$ cat src/rtl/microwave_timer_ctrl_if.sv
// Control-FSM side bundle for the microwave timer: edit/run/finish controls plus
// the time and actuator outputs feeding the display, motor and buzzer drivers.
interface microwave_timer_ctrl_if;
  logic [1:0] sel;
  logic       run;
  logic       toggle;
  logic       btn_up;
  logic       btn_down;
  logic [6:0] min;
  logic [5:0] sec;
  logic       finish;
  logic       motor_en;
  logic       buzzer;

  modport master (
    output sel, run, toggle, btn_up, btn_down,
    input  min, sec, finish, motor_en, buzzer
  );

  modport slave (
    input  sel, run, toggle, btn_up, btn_down,
    output min, sec, finish, motor_en, buzzer
  );
endinterface

$ cat src/rtl/microwave_timer_ctrl.sv
// Minute:second edit and 1 Hz countdown for the microwave, with finish pulse,
// motor enable and a fixed beep sequence while the FSM sits in FINISH.
module microwave_timer_ctrl #(
  parameter int TICK_DIV   = 100_000_000,
  parameter int BEEP_HALF  = 25_000_000,
  parameter int BEEP_COUNT = 3
) (
  input  logic                   clk,
  input  logic                   rst,
  microwave_timer_ctrl_if.slave  bus
);

  localparam int PW  = $clog2(TICK_DIV);
  localparam int HW  = $clog2(BEEP_HALF + 1);
  localparam int NHP = 2 * BEEP_COUNT;
  localparam int CW  = $clog2(NHP + 1);

  localparam logic [PW-1:0] PRESC_LAST = PW'(TICK_DIV - 1);
  localparam logic [HW-1:0] HALF_LAST  = HW'(BEEP_HALF - 1);
  localparam logic [CW-1:0] HP_END     = CW'(NHP);

  logic [6:0]    r_min;
  logic [5:0]    r_sec;
  logic [PW-1:0] r_presc;
  logic          r_finish;
  logic          r_fin_sent;
  logic          r_motor_en;
  logic          r_buzzer;
  logic [HW-1:0] r_half;
  logic [CW-1:0] r_hp;

  logic w_tick;
  logic w_zero;
  logic w_edit;
  logic w_beep;

  assign w_tick = bus.run && (r_presc == PRESC_LAST);
  assign w_zero = (r_min == 7'd0) && (r_sec == 6'd0);
  assign w_edit = !bus.run && !bus.toggle && (bus.btn_up ^ bus.btn_down);
  // Buzzer only sequences in a legal FINISH; a running countdown overrides it.
  assign w_beep = bus.toggle && !bus.run;

  always_ff @(posedge clk or negedge rst) begin
    if (!rst) begin
      r_min <= 7'd0;
      r_sec <= 6'd0;
    end else if (w_tick) begin
      if (r_sec != 6'd0) begin
        r_sec <= r_sec - 6'd1;
      end else if (r_min != 7'd0) begin
        r_sec <= 6'd59;
        r_min <= r_min - 7'd1;
      end
    end else if (w_edit) begin
      if (bus.sel == 2'b01) begin
        if (bus.btn_up) r_sec <= (r_sec == 6'd59) ? 6'd0  : r_sec + 6'd1;
        else            r_sec <= (r_sec == 6'd0)  ? 6'd59 : r_sec - 6'd1;
      end else if (bus.sel == 2'b10) begin
        if (bus.btn_up) r_min <= (r_min == 7'd99) ? 7'd0  : r_min + 7'd1;
        else            r_min <= (r_min == 7'd0)  ? 7'd99 : r_min - 7'd1;
      end
    end
  end

  // finish fires once per run-high period, as soon as the time reads 00:00.
  always_ff @(posedge clk or negedge rst) begin
    if (!rst) begin
      r_presc    <= '0;
      r_finish   <= 1'b0;
      r_fin_sent <= 1'b0;
      r_motor_en <= 1'b0;
    end else begin
      if (!bus.run || w_tick) r_presc <= '0;
      else                    r_presc <= r_presc + 1'b1;
      r_finish   <= bus.run && w_zero && !r_fin_sent;
      r_fin_sent <= bus.run && (r_fin_sent || w_zero);
      r_motor_en <= bus.run && !w_zero;
    end
  end

  // r_hp counts completed half-periods; even indices are the high halves.
  always_ff @(posedge clk or negedge rst) begin
    if (!rst) begin
      r_half   <= '0;
      r_hp     <= '0;
      r_buzzer <= 1'b0;
    end else if (!w_beep) begin
      r_half   <= '0;
      r_hp     <= '0;
      r_buzzer <= 1'b0;
    end else if (r_hp < HP_END) begin
      r_buzzer <= ~r_hp[0];
      if (r_half == HALF_LAST) begin
        r_half <= '0;
        r_hp   <= r_hp + 1'b1;
      end else begin
        r_half <= r_half + 1'b1;
      end
    end else begin
      r_buzzer <= 1'b0;
    end
  end

  assign bus.min      = r_min;
  assign bus.sec      = r_sec;
  assign bus.finish   = r_finish;
  assign bus.motor_en = r_motor_en;
  assign bus.buzzer   = r_buzzer;

endmodule
$ cat src/flat_wrapper.sv
// flat-port wrapper written by rule: the top's interface ports become plain ports
module microwave_timer_ctrl_flat 
#(
  parameter int TICK_DIV   = 100_000_000,
  parameter int BEEP_HALF  = 25_000_000,
  parameter int BEEP_COUNT = 3
)
  (clk, rst, bus_sel, bus_run, bus_toggle, bus_btn_up, bus_btn_down, bus_min, bus_sec, bus_finish, bus_motor_en, bus_buzzer);
  microwave_timer_ctrl_if bus_i ();
  input  logic clk;
  input  logic rst;
  input wire logic [$bits(bus_i.sel)-1:0] bus_sel;
  input wire logic [$bits(bus_i.run)-1:0] bus_run;
  input wire logic [$bits(bus_i.toggle)-1:0] bus_toggle;
  input wire logic [$bits(bus_i.btn_up)-1:0] bus_btn_up;
  input wire logic [$bits(bus_i.btn_down)-1:0] bus_btn_down;
  output wire logic [$bits(bus_i.min)-1:0] bus_min;
  output wire logic [$bits(bus_i.sec)-1:0] bus_sec;
  output wire logic [$bits(bus_i.finish)-1:0] bus_finish;
  output wire logic [$bits(bus_i.motor_en)-1:0] bus_motor_en;
  output wire logic [$bits(bus_i.buzzer)-1:0] bus_buzzer;
  assign bus_i.sel = bus_sel;
  assign bus_i.run = bus_run;
  assign bus_i.toggle = bus_toggle;
  assign bus_i.btn_up = bus_btn_up;
  assign bus_i.btn_down = bus_btn_down;
  assign bus_min = bus_i.min;
  assign bus_sec = bus_i.sec;
  assign bus_finish = bus_i.finish;
  assign bus_motor_en = bus_i.motor_en;
  assign bus_buzzer = bus_i.buzzer;
  microwave_timer_ctrl #(.TICK_DIV(TICK_DIV), .BEEP_HALF(BEEP_HALF), .BEEP_COUNT(BEEP_COUNT)) u_core (.clk(clk), .rst(rst), .bus(bus_i));
endmodule
$ cat config.mk
export PLATFORM = sky130hd
export DESIGN_NAME = microwave_timer_ctrl_flat
export DESIGN_NICKNAME = d
export VERILOG_FILES = /design/src/rtl/microwave_timer_ctrl_if.sv /design/src/rtl/microwave_timer_ctrl.sv /design/src/flat_wrapper.sv
export SDC_FILE = /design/constraint.sdc
export NUM_CORES = 1
export LEC_CHECK = 0
export ABC_CLOCK_PERIOD_IN_PS = 4400
export CORE_MARGIN = 5
export CORE_UTILIZATION = 50
export DETAILED_ROUTE_END_ITERATION = 8
export PLACE_DENSITY = 0.78
export SLEW_MARGIN = 25
export SYNTH_ARGS = -nofsm -noshare
export SYNTH_HDL_FRONTEND = slang
export SYNTH_SLANG_ARGS = --single-unit
$ cat constraint.sdc
create_clock -name clk -period 4.4 [get_ports clk]
set_input_delay 0.44 -clock clk [delete_from_list [all_inputs] [get_ports clk]]
set_output_delay 0.44 -clock clk [all_outputs]
set_load 0.1 [all_outputs]
# --- After elaboration in Yosys (flattened, before gate mapping) ---
# Cells that the tools add are included.
classes:
  add_sub_neg: 7
  order_cmp: 1
  n_eq_ne: 12
  n_mux: 26
  bitwise_logic: 2
  n_reduce_logical: 25
op_table:
  columns: ["cell", "count"]
  rows:
  - ["25-bit two-way mux", 3]
  - ["7-bit two-way mux", 9]
  - ["6-bit two-way mux", 8]
  - ["27-bit by 1-bit adder with 27-bit output, second input constant", 1]
  - ["27-bit equality test, second input constant", 1]
  - ["27-bit two-way mux", 1]
  - ["25-bit by 1-bit adder with 25-bit output, second input constant", 1]
  - ["25-bit equality test, second input constant", 1]
  - ["1-bit logical AND", 9]
  - ["3-bit two-way mux", 3]
  - ["2-bit != test, second input constant", 4]
  - ["7-bit by 1-bit adder with 7-bit output, second input constant", 1]
  - ["7-bit equality test, second input constant", 1]
  - ["7-bit zero test", 1]
  - ["7-bit nonzero test", 1]
  - ["7-bit by 1-bit subtractor with 7-bit output, second input constant", 1]
  - ["6-bit by 1-bit adder with 6-bit output, second input constant", 1]
  - ["6-bit equality test, second input constant", 1]
  - ["6-bit zero test", 1]
  - ["2-bit nonzero test", 3]
  - ["6-bit nonzero test", 1]
  - ["6-bit by 1-bit subtractor with 6-bit output, second input constant", 1]
  - ["5-bit AND reduction", 1]
  - ["1-bit zero test", 4]
  - ["12 further kinds", 14]
word_totals:
  ff_bits: 72
  output_inout_bits: 16
  wordCells: 82

# --- Logic depth before layout (Yosys ltp) ---
# Gate-level depths: netlist of the first run.
depth:
  depth_word: 7
  mapped_depth: 10
  ltp_nobuf: 8

# --- Worst setup path before layout of the first run ---
# No wires, ideal clock.
synth_timing:
  kind: "reg2reg"
  start: "reg u_core.r_min[0] (netlist: u_core.bus.min[0])"
  end: "reg u_core.r_min[3] (netlist: u_core.bus.min[3])"
  setup_time_ns: 0.126
  arrival_ns: 2.738
  required_time_ns: 4.274
  slack_ns: 1.536
  stages_incl_launch_ff: 9
  path_cell_list: "dfrtp_1 > inv_1 > ha_1 > or4b_4 > or3_1 > buf_2 > a21oi_2 > nor3b_1 > a221o_1"
synth_between:
  elab_chain_len: 7
  word_cells_on_any_way: 16
  classes_between: "add/sub (2); eq/ne (2); mux (9); reduce/logical (3)"
synth_lines:
  columns: ["item", "line", "text"]
  rows:
  - ["start: declaration", "microwave_timer_ctrl.sv:22", "logic [6:0] r_min;"]
  - ["start signal: assignment", "microwave_timer_ctrl.sv:52", "r_min <= r_min - 7'd1;"]
  - ["start signal: assignment", "microwave_timer_ctrl.sv:59", "if (bus.btn_up) r_min <= (r_min == 7'd99) ? 7'd0 : r_min + 7'd1;"]
  - ["start signal: assignment", "microwave_timer_ctrl.sv:60", "else r_min <= (r_min == 7'd0) ? 7'd99 : r_min - 7'd1;"]
  - ["7-bit by 1-bit subtractor with 7-bit output, or another cell as far along", "microwave_timer_ctrl.sv:52, microwave_timer_ctrl.sv:60", null]
  - ["7-bit two-way mux, on equally long branches", "microwave_timer_ctrl.sv:60, microwave_timer_ctrl.sv:59", null]
  - ["7-bit two-way mux", "microwave_timer_ctrl.sv:59", null]
  - ["7-bit two-way mux", "microwave_timer_ctrl.sv:58", "end else if (bus.sel == 2'b10) begin"]
  - ["7-bit two-way mux", "microwave_timer_ctrl.sv:55", "if (bus.sel == 2'b01) begin"]
  - ["7-bit two-way mux", "microwave_timer_ctrl.sv:54", "end else if (w_edit) begin"]
  - ["7-bit two-way mux", "microwave_timer_ctrl.sv:47", "end else if (w_tick) begin"]
# Parallel ways exist; a longest one is shown, timed or not. The select of a mux whose other input is x is not followed.
# A chain may end at the register's enable or synchronous reset.

# --- Final worst setup path of the first run ---
layout_timing:
  start: "reg u_core.r_min[0] (netlist: u_core.bus.min[0])"
  end: "reg u_core.r_sec[4] (netlist: u_core.bus.sec[4])"
layout_between:
  elab_chain_len: 3
layout_lines:
  columns: ["item", "line", "text"]
  rows:
  - ["7-bit nonzero test", "microwave_timer_ctrl.sv:50", "end else if (r_min != 7'd0) begin"]
  - ["3-bit != test (no source line)", null, null]
  - ["3-bit AND reduction (no source line)", null, null]
  - ["end signal: assignment", "microwave_timer_ctrl.sv:49", "r_sec <= r_sec - 6'd1;"]
  - ["end signal: assignment", "microwave_timer_ctrl.sv:56", "if (bus.btn_up) r_sec <= (r_sec == 6'd59) ? 6'd0 : r_sec + 6'd1;"]
  - ["end signal: assignment", "microwave_timer_ctrl.sv:57", "else r_sec <= (r_sec == 6'd0) ? 6'd59 : r_sec - 6'd1;"]
  - ["end: declaration", "microwave_timer_ctrl.sv:23", "logic [5:0] r_sec;"]
# Every way passes these cells.

==> results of run 1 <==
==> state kept, by name, indices dropped and copies added (netlist names) <==
register             cells
u_core.r_presc          27
u_core.bus.sec           6
u_core.bus.buzzer        1
u_core.r_fin_sent        1
u_core.r_hp              3
u_core.bus.finish        1
u_core.bus.min           7
u_core.bus.motor_en      1
u_core.r_half           25
==> worst paths after layout <==
kind / slack, ps / endpoint / from / depth (start not counted)
setup / recovery: 1730 / u_core.bus.sec[4]$_DFFE_PN0P_ / u_core.bus.min[0]$_DFFE_PN0P_ / 8
hold / removal: 90 / u_core.bus.sec[3]$_DFFE_PN0P_ / rst / 1
setup reg to reg: 1730 / u_core.bus.sec[4]$_DFFE_PN0P_ / u_core.bus.min[0]$_DFFE_PN0P_ / 8
hold reg to reg: 450 / u_core.bus.finish$_DFF_PN0_ / u_core.r_fin_sent$_DFF_PN0_ / 1
max in group asynchronous: 3520 / u_core.r_presc[2]$_DFF_PN0_ / rst / 2
min in group clk: 450 / u_core.bus.finish$_DFF_PN0_ / u_core.r_fin_sent$_DFF_PN0_ / 1
==> cell type report <==
type                    instances  area, µm²  share of cell area (%)
clock buffers                  12        165                    3.60
clock inverters                 4       26.3                   0.573
inverters                      12       45.0                   0.983
multi-input cells             355       2160                    47.2
flip-flops and latches         72       1800                    39.3
well taps                     105        131                    2.87
repair buffers                 26        250                    5.46
==> per-stage QoR <==
stage	total power, mW	cell area (µm²)
3_5_place_dp	1.39	4390
5_1_grt	1.97	4580
2_1_floorplan	1.25	4100
4_1_cts	1.90	4580
3_3_place_gp	1.38	4390
6_report	1.89	4580
==> power breakdown <==
part | internal (mW) | leakage (nW) | switching [mW]
combinational | 0.173 | 0.812 | 0.435
sequential | 0.700 | 0.962 | 0.0796
clock | 0.251 | 0.0988 | 0.251
==> cell families after synthesis <==
| kind of cell | after synthesis | synth area share (%) |
|---|---|---|
| simple gates | 229 | 28.5 |
| flops | 72 | 43.9 |
| compound gates | 69 | 11.2 |
| xor+xnor | 47 | 10.0 |
| buf+inv | 31 | 3.42 |
| fa+ha+maj | 8 | 2.44 |
| mux | 2 | 0.488 |
==> routing by layer <==
metal | vias to the layer above | GRT usage, % | routed length, µm
met3 | 14 | 3.32 | 366
met1 | 1638 | 24.3 | 4060
met5 | - | 0 | 0
met4 | 0 | 8.19 | 153
met2 | 71 | 27.3 | 3890
li1 | 1640 | - | -
==> worst max-delay path, delay by kind of cell (launching register included) <==
kind | cells | cell delay [ps]
buf+inv | 1 | 110
fa+ha+maj | 1 | 190
simple gates | 3 | 1130
flops | 1 | 420
compound gates | 3 | 720
==> layout by cell type, fill, tap and decap left out, types with 3 or more instances in the layout <==
cell	count
and2_1	6
nand4_1	15
a21oi_1	21
clkdlybuf4s50_1	22
nor2_1	76
and3_1	11
a31oi_1	7
nor4_1	3
inv_1	12
ha_1	8
o21ai_1	6
clkbuf_8	12
and4_1	7
o21ai_0	10
or2_2	4
xor2_1	31
dfrtp_1	72
nand2b_1	4
or3_1	6
nand3_1	18
nor3_1	18
nor2b_1	4
nor3b_1	4
buf_4	4
xnor2_1	16
nand2_1	40
==> synthesized netlist by cell type, types with 4 or more instances <==
master	number
nor2_1	76
dfrtp_1	72
nand2_1	40
xor2_1	31
a21oi_1	21
nand3_1	18
nor3_1	18
xnor2_1	16
nand4_1	15
clkbuf_1	12
inv_1	12
and3_1	11
o21ai_0	10
ha_1	8
a31oi_1	7
and4_1	7
and2_1	6
o21ai_1	6
or3_1	6
buf_2	4
nand2b_1	4
nor2b_1	4
nor3b_1	4
nor4_1	4
or2_2	4
==> results.json, run 1 <==
{
  "wire_length_of_the_first_global_routing_pass_um": 14600,
  "layout-drive-gt1-share_pct": 7.07,
  "fin_skew_ps": 15.1,
  "number_of_iterations_in_the_first_detailed_routing_pass": 4,
  "grt_pass1_vias": 3180,
  "grt_max_degree": 49,
  "n_antenna_cell": 0,
  "transition_time_at_the_pin_with_the_least_slew_margin_ps": 983,
  "tritoncts": "done",
  "layoutNonFillerInstCount": 586,
  "cts_buf_count": 9,
  "outcome": "finished clean",
  "final.period_utilization_pct": 60.6,
  "num_rows": 33,
  "level_count_of_the_clock_h_tree": 3,
  "slew_headroom_pct": 34.3,
  "netlist_instances": 458,
  "yosysWarningCount": 0,
  "synth_largest_type_area_fraction_pct": 43.9,
  "worstPathArrival_ps": 2910,
  "crit_path_start_kind": "flip-flop",
  "finalHoldViolations": 0,
  "ys_async_sr_fraction_pct": 100,
  "chipHeight_um": 101,
  "layout.core_utilization_pct": 56.6,
  "post_drt_wl_per_cell_um": 14.4,
  "place.gp.congestion": 0.851,
  "crit_type": "flip-flop to flip-flop",
  "num_io_pins": 24,
  "areaGrowthSynthToFinish_pct": 11.8,
  "globalRoute.totalOverflow": 0,
  "timing.final.ws_setup_ps": 1730,
  "netlist_area_um2": 4100,
  "drc": 0,
  "path_cells": "inv_1 -> ha_1 -> or4b_4 -> or3_1 -> nand2b_4 -> a21oi_2 -> a21oi_1 -> o22a_1",
  "timing.critical_path.fanout_max": 12,
  "power.density_cell_area_nw_per_um2": 412,
  "ctsResizeCount": 0,
  "finalSetupTns_ps": 0,
  "post-synth-top-area-cell": "dfrtp_1",
  "nets": 492,
  "wl_um": 8470,
  "buffers_on_ports": 23,
  "rsz0062_at_grt": "no",
  "postSynthRegisterBits": 72,
  "core_ar_um2": 8090,
  "initial_antenna_violation_count": 0,
  "timing.max_cap.violations": 0,
  "ys_top_cells_by_area": "dfrtp_1, nor2_1, xor2_1",
  "vdd.ir_drop.worst_uv": 254,
  "fillerInstances": 711,
  "cts.repair_timing.setup_buffer_count": 0,
  "dr_total_vias": 3363,
  "hold_buffers": 0,
  "cts.root.buffer_cell": "clkbuf_8",
  "synth.yosys.seq_area_share_pct": 43.9,
  "end_kind": "flip-flop",
  "required_ps": 4650,
  "initial_core_util_pct": 50.7,
  "dpl_worst_slack_ps": 1690,
  "finalCriticalPeriod_ps": 2670,
  "drtAntennaViolNets": 0,
  "crit_path_max_incr_delay_ps": 480,
  "yosys.cell_types.count": 57,
  "fin_worst_hold_slack_ps": 92.4,
  "place.detailed.hpwl_um": 5820,
  "detailedRoute.firstIterationViolations": 155,
  "max_freq_mhz": 375,
  "number_of_enable_type_register_cells_in_the_synthesized_netlist": 0,
  "dp_cells": 570,
  "worst_path_max_delay_cell": "or4b_4",
  "clk-insertion-delay-late_ps": 350,
  "synth.avg_cell_area_um2": 8.95,
  "clock_path_buffers": 2,
  "clk_pin_slew_worst_paths_ps": 80,
  "routed_via_density": 5.74,
  "globalRouteTotalUtil_pct": 17.7,
  "synth_fp_nets": 474,
  "cts.sink_count": 72,
  "setup_violations": 0,
  "hold_path_class": "input port to async pin",
  "primary_flip_flop_cell_chosen_by_synthesis_mapping": "dfrtp_1",
  "design.die.area_um2": 10100,
  "die-width_um": 101,
  "leakage_nw": 1.87,
  "timing_max_transition_violations_final": 0
}
(Power assumes the default switching activity.)
==> run 2, diff against run 1 <==
- ABC_CLOCK_PERIOD_IN_PS: 4400 -> 2240
- PLACE_DENSITY: 0.78 -> 0.8
- clock period: 4.4 -> 2.24 ns (I/O delays scaled with it)
==> run 2 against run 1 <==
Net effect: the run now ends with negative setup slack left; sequential cell count is the same; sequential power is 92% higher; hold slack improved by 320 ps; clock skew is 3.1 ps lower; largest cell class unchanged.
==> results.json, run 2 (same netlist as run 1, synthesis figures left out) <==
{
  "path_cells": "inv_4 -> ha_4 -> or4b_4 -> or3_4 -> nand2b_4 -> a21oi_4 -> buf_4 -> a21oi_1 -> o21ai_1",
  "crit_path_start_kind": "flip-flop",
  "power.share.clock_pct": 27.2,
  "detailedRoute.firstIterationViolations": 269,
  "combPwrFrac_pct": 34.7,
  "globalRoute.totalOverflow": 0,
  "transition_time_at_the_pin_with_the_least_slew_margin_ps": 439,
  "timing.final.ws_setup_ps": -128,
  "internal_power_mw": 2.33,
  "areaGrowthSynthToFinish_pct": 22.6,
  "timing.critical_path.fanout_max": 8,
  "chipHeight_um": 101,
  "reg2reg_setup_slack_ps": -130,
  "nets": 534,
  "leakage_nw": 2.13,
  "fin_skew_ps": 12.0,
  "cts_buf_count": 9,
  "drc": 0,
  "layout.core_utilization_pct": 62.1,
  "tritoncts": "done",
  "worst_path_max_delay_cell": "dfrtp_4",
  "reg2regPathDepth": 9,
  "largest_register_ff_count": 27,
  "design.die.area_um2": 10100,
  "crit-reg2reg-launch": "u_core.bus.min[0]$_DFFE_PN0P_",
  "end_kind": "flip-flop",
  "p_sw_share_pct": 40.9,
  "vdd.ir_drop.worst_uv": 538,
  "routed_via_density": 5.70,
  "timing.max_cap.violations": 0,
  "cts.root.buffer_cell": "clkbuf_8",
  "timing_max_transition_violations_final": 0,
  "layout-drive-gt1-share_pct": 20.5,
  "finalCriticalPeriod_ps": 2370,
  "layout_common_cells": "nor2_1, dfrtp_1, buf_4",
  "power.sequential.fraction_pct": 38.1,
  "initial_antenna_violation_count": 0,
  "slew_headroom_pct": 70.8,
  "cts.sink_count": 72,
  "dr_total_vias": 3582,
  "core_ar_um2": 8090,
  "outcome": "finished, violations left",
  "initial_core_util_pct": 50.7,
  "number_of_iterations_in_the_first_detailed_routing_pass": 4,
  "globalRouteTotalUtil_pct": 19.4,
  "grt_pass1_vias": 3514,
  "finalHoldViolations": 0,
  "num_rows": 33,
  "post_drt_wl_per_cell_um": 14.9,
  "postPlaceCellArea_um2": 4700,
  "level_count_of_the_clock_h_tree": 3,
  "hold_path_class": "input port to async pin",
  "dp_cells": 605,
  "die-width_um": 101,
  "drtAntennaViolNets": 0,
  "violations": "negative setup slack",
  "rsz0062_at_grt": "yes",
  "wire_length_of_the_first_global_routing_pass_um": 15800,
  "crit_type": "flip-flop to flip-flop",
  "worstPathArrival_ps": 2660,
  "num_io_pins": 24,
  "clk-insertion-delay-late_ps": 350,
  "clk_pin_slew_worst_paths_ps": 90,
  "power.density_cell_area_nw_per_um2": 784,
  "wl_um": 9360,
  "setup_violations": 9,
  "crit_path_max_incr_delay_ps": 490,
  "clock_path_buffers": 2,
  "postLayoutCellArea_um2": 5020,
  "grt_max_degree": 73,
  "n_antenna_cell": 0,
  "required_ps": 2530,
  "place.detailed.hpwl_um": 6300,
  "total_switching_power_mw": 1.61,
  "final.period_utilization_pct": 106,
  "place.gp.congestion": 0.910,
  "total_power_mw": 3.94,
  "layoutNonFillerInstCount": 628,
  "buffers_on_ports": 23,
  "max_freq_mhz": 422,
  "top_register": "u_core.r_presc",
  "leading_cell_type_in_the_layout_fill_and_taps_excluded": "nor2_1",
  "worstReg2RegEnd": "u_core.bus.sec[0]$_DFFE_PN0P_",
  "dpl_worst_slack_ps": -223
}
-- run 2: changes by cell type in the layout (fill, tap and decap cells not counted), moves of 2 or more --
cell / change
nor2_1: -2
a21oi_4: +2
buf_4: +49
dfrtp_4: +4
clkbuf_8: -3
inv_1: -2
dfrtp_1: -5
clkdlybuf4s50_1: -16
nor2_2: +2
buf_6: +4
buf_12: +3
clkinv_4: +2
-- run 2: final cells by class --
class	count	area (µm²)
clock buffer	9	124
timing repair buffer	68	578
fill	674	3070
tap	105	131
clock inverter	7	80.1
sequential	72	1820
inverter	12	47.5
multi-input combinational	355	2250
-- run 2: metrics by stage --
stage	TNS [ps]	hold WS (ps)
6_report	-568	413
5_1_grt	-1500	454
4_1_cts	-353	433
3_5_place_dp	-1050	282
3_3_place_gp	-645	279
2_1_floorplan	-2120	-71.6
-- run 2: layer usage --
layer / global-route usage (%) / wire length (µm) / up-vias
li1: - / - / 1730
met1: 24.6 / 4090 / 1732
met2: 32.2 / 4570 / 93
met3: 3.39 / 427 / 27
met4: 9.22 / 277 / 0
met5: 0 / 0 / -
-- run 2: power by group through the flow --
stage | clock network [mW] | logic [mW] | registers (mW)
after floorplan | 0 | 0.462 | 2.03
after global placement | 0 | 1.30 | 1.52
after detailed placement | 0 | 1.32 | 1.52
after CTS | 1.09 | 1.34 | 1.50
after global routing | 1.15 | 1.45 | 1.52
final | 1.07 | 1.37 | 1.50
-- run 2: repair_timing --
item,4_1_cts,5_1_grt
hold endpoints to repair,72,0
setup buffers,3,3
setup endpoints to repair,12,26
hold buffers,1,0
pin swaps,3,2
resized for setup,4,9
-- run 2: worst max-delay path by stage --
| stage | slack (ps) | from | endpoint | depth (start not counted) |
|---|---|---|---|---|
| finish | -130 | u_core.bus.min[0]$_DFFE_PN0P_ | u_core.bus.sec[0]$_DFFE_PN0P_ | 9 |
| floorplan | -260 | u_core.bus.min[3]$_DFFE_PN0P_ | u_core.bus.sec[3]$_DFFE_PN0P_ | 9 |
| CTS | -100 | u_core.bus.min[0]$_DFFE_PN0P_ | u_core.bus.sec[0]$_DFFE_PN0P_ | 9 |
| global route | -200 | u_core.bus.min[0]$_DFFE_PN0P_ | u_core.bus.sec[1]$_DFFE_PN0P_ | 9 |
| detailed placement | -220 | u_core.bus.min[0]$_DFFE_PN0P_ | u_core.bus.sec[1]$_DFFE_PN0P_ | 9 |
| global placement | -150 | u_core.bus.min[0]$_DFFE_PN0P_ | u_core.bus.sec[1]$_DFFE_PN0P_ | 9 |
-- run 2: worst max-delay path, delay by kind of cell, from the launching register on --
family	cells	cell delay (ps)
buf+inv	2	240
simple gates	3	1020
flops	1	490
fa+ha+maj	1	120
compound gates	3	430
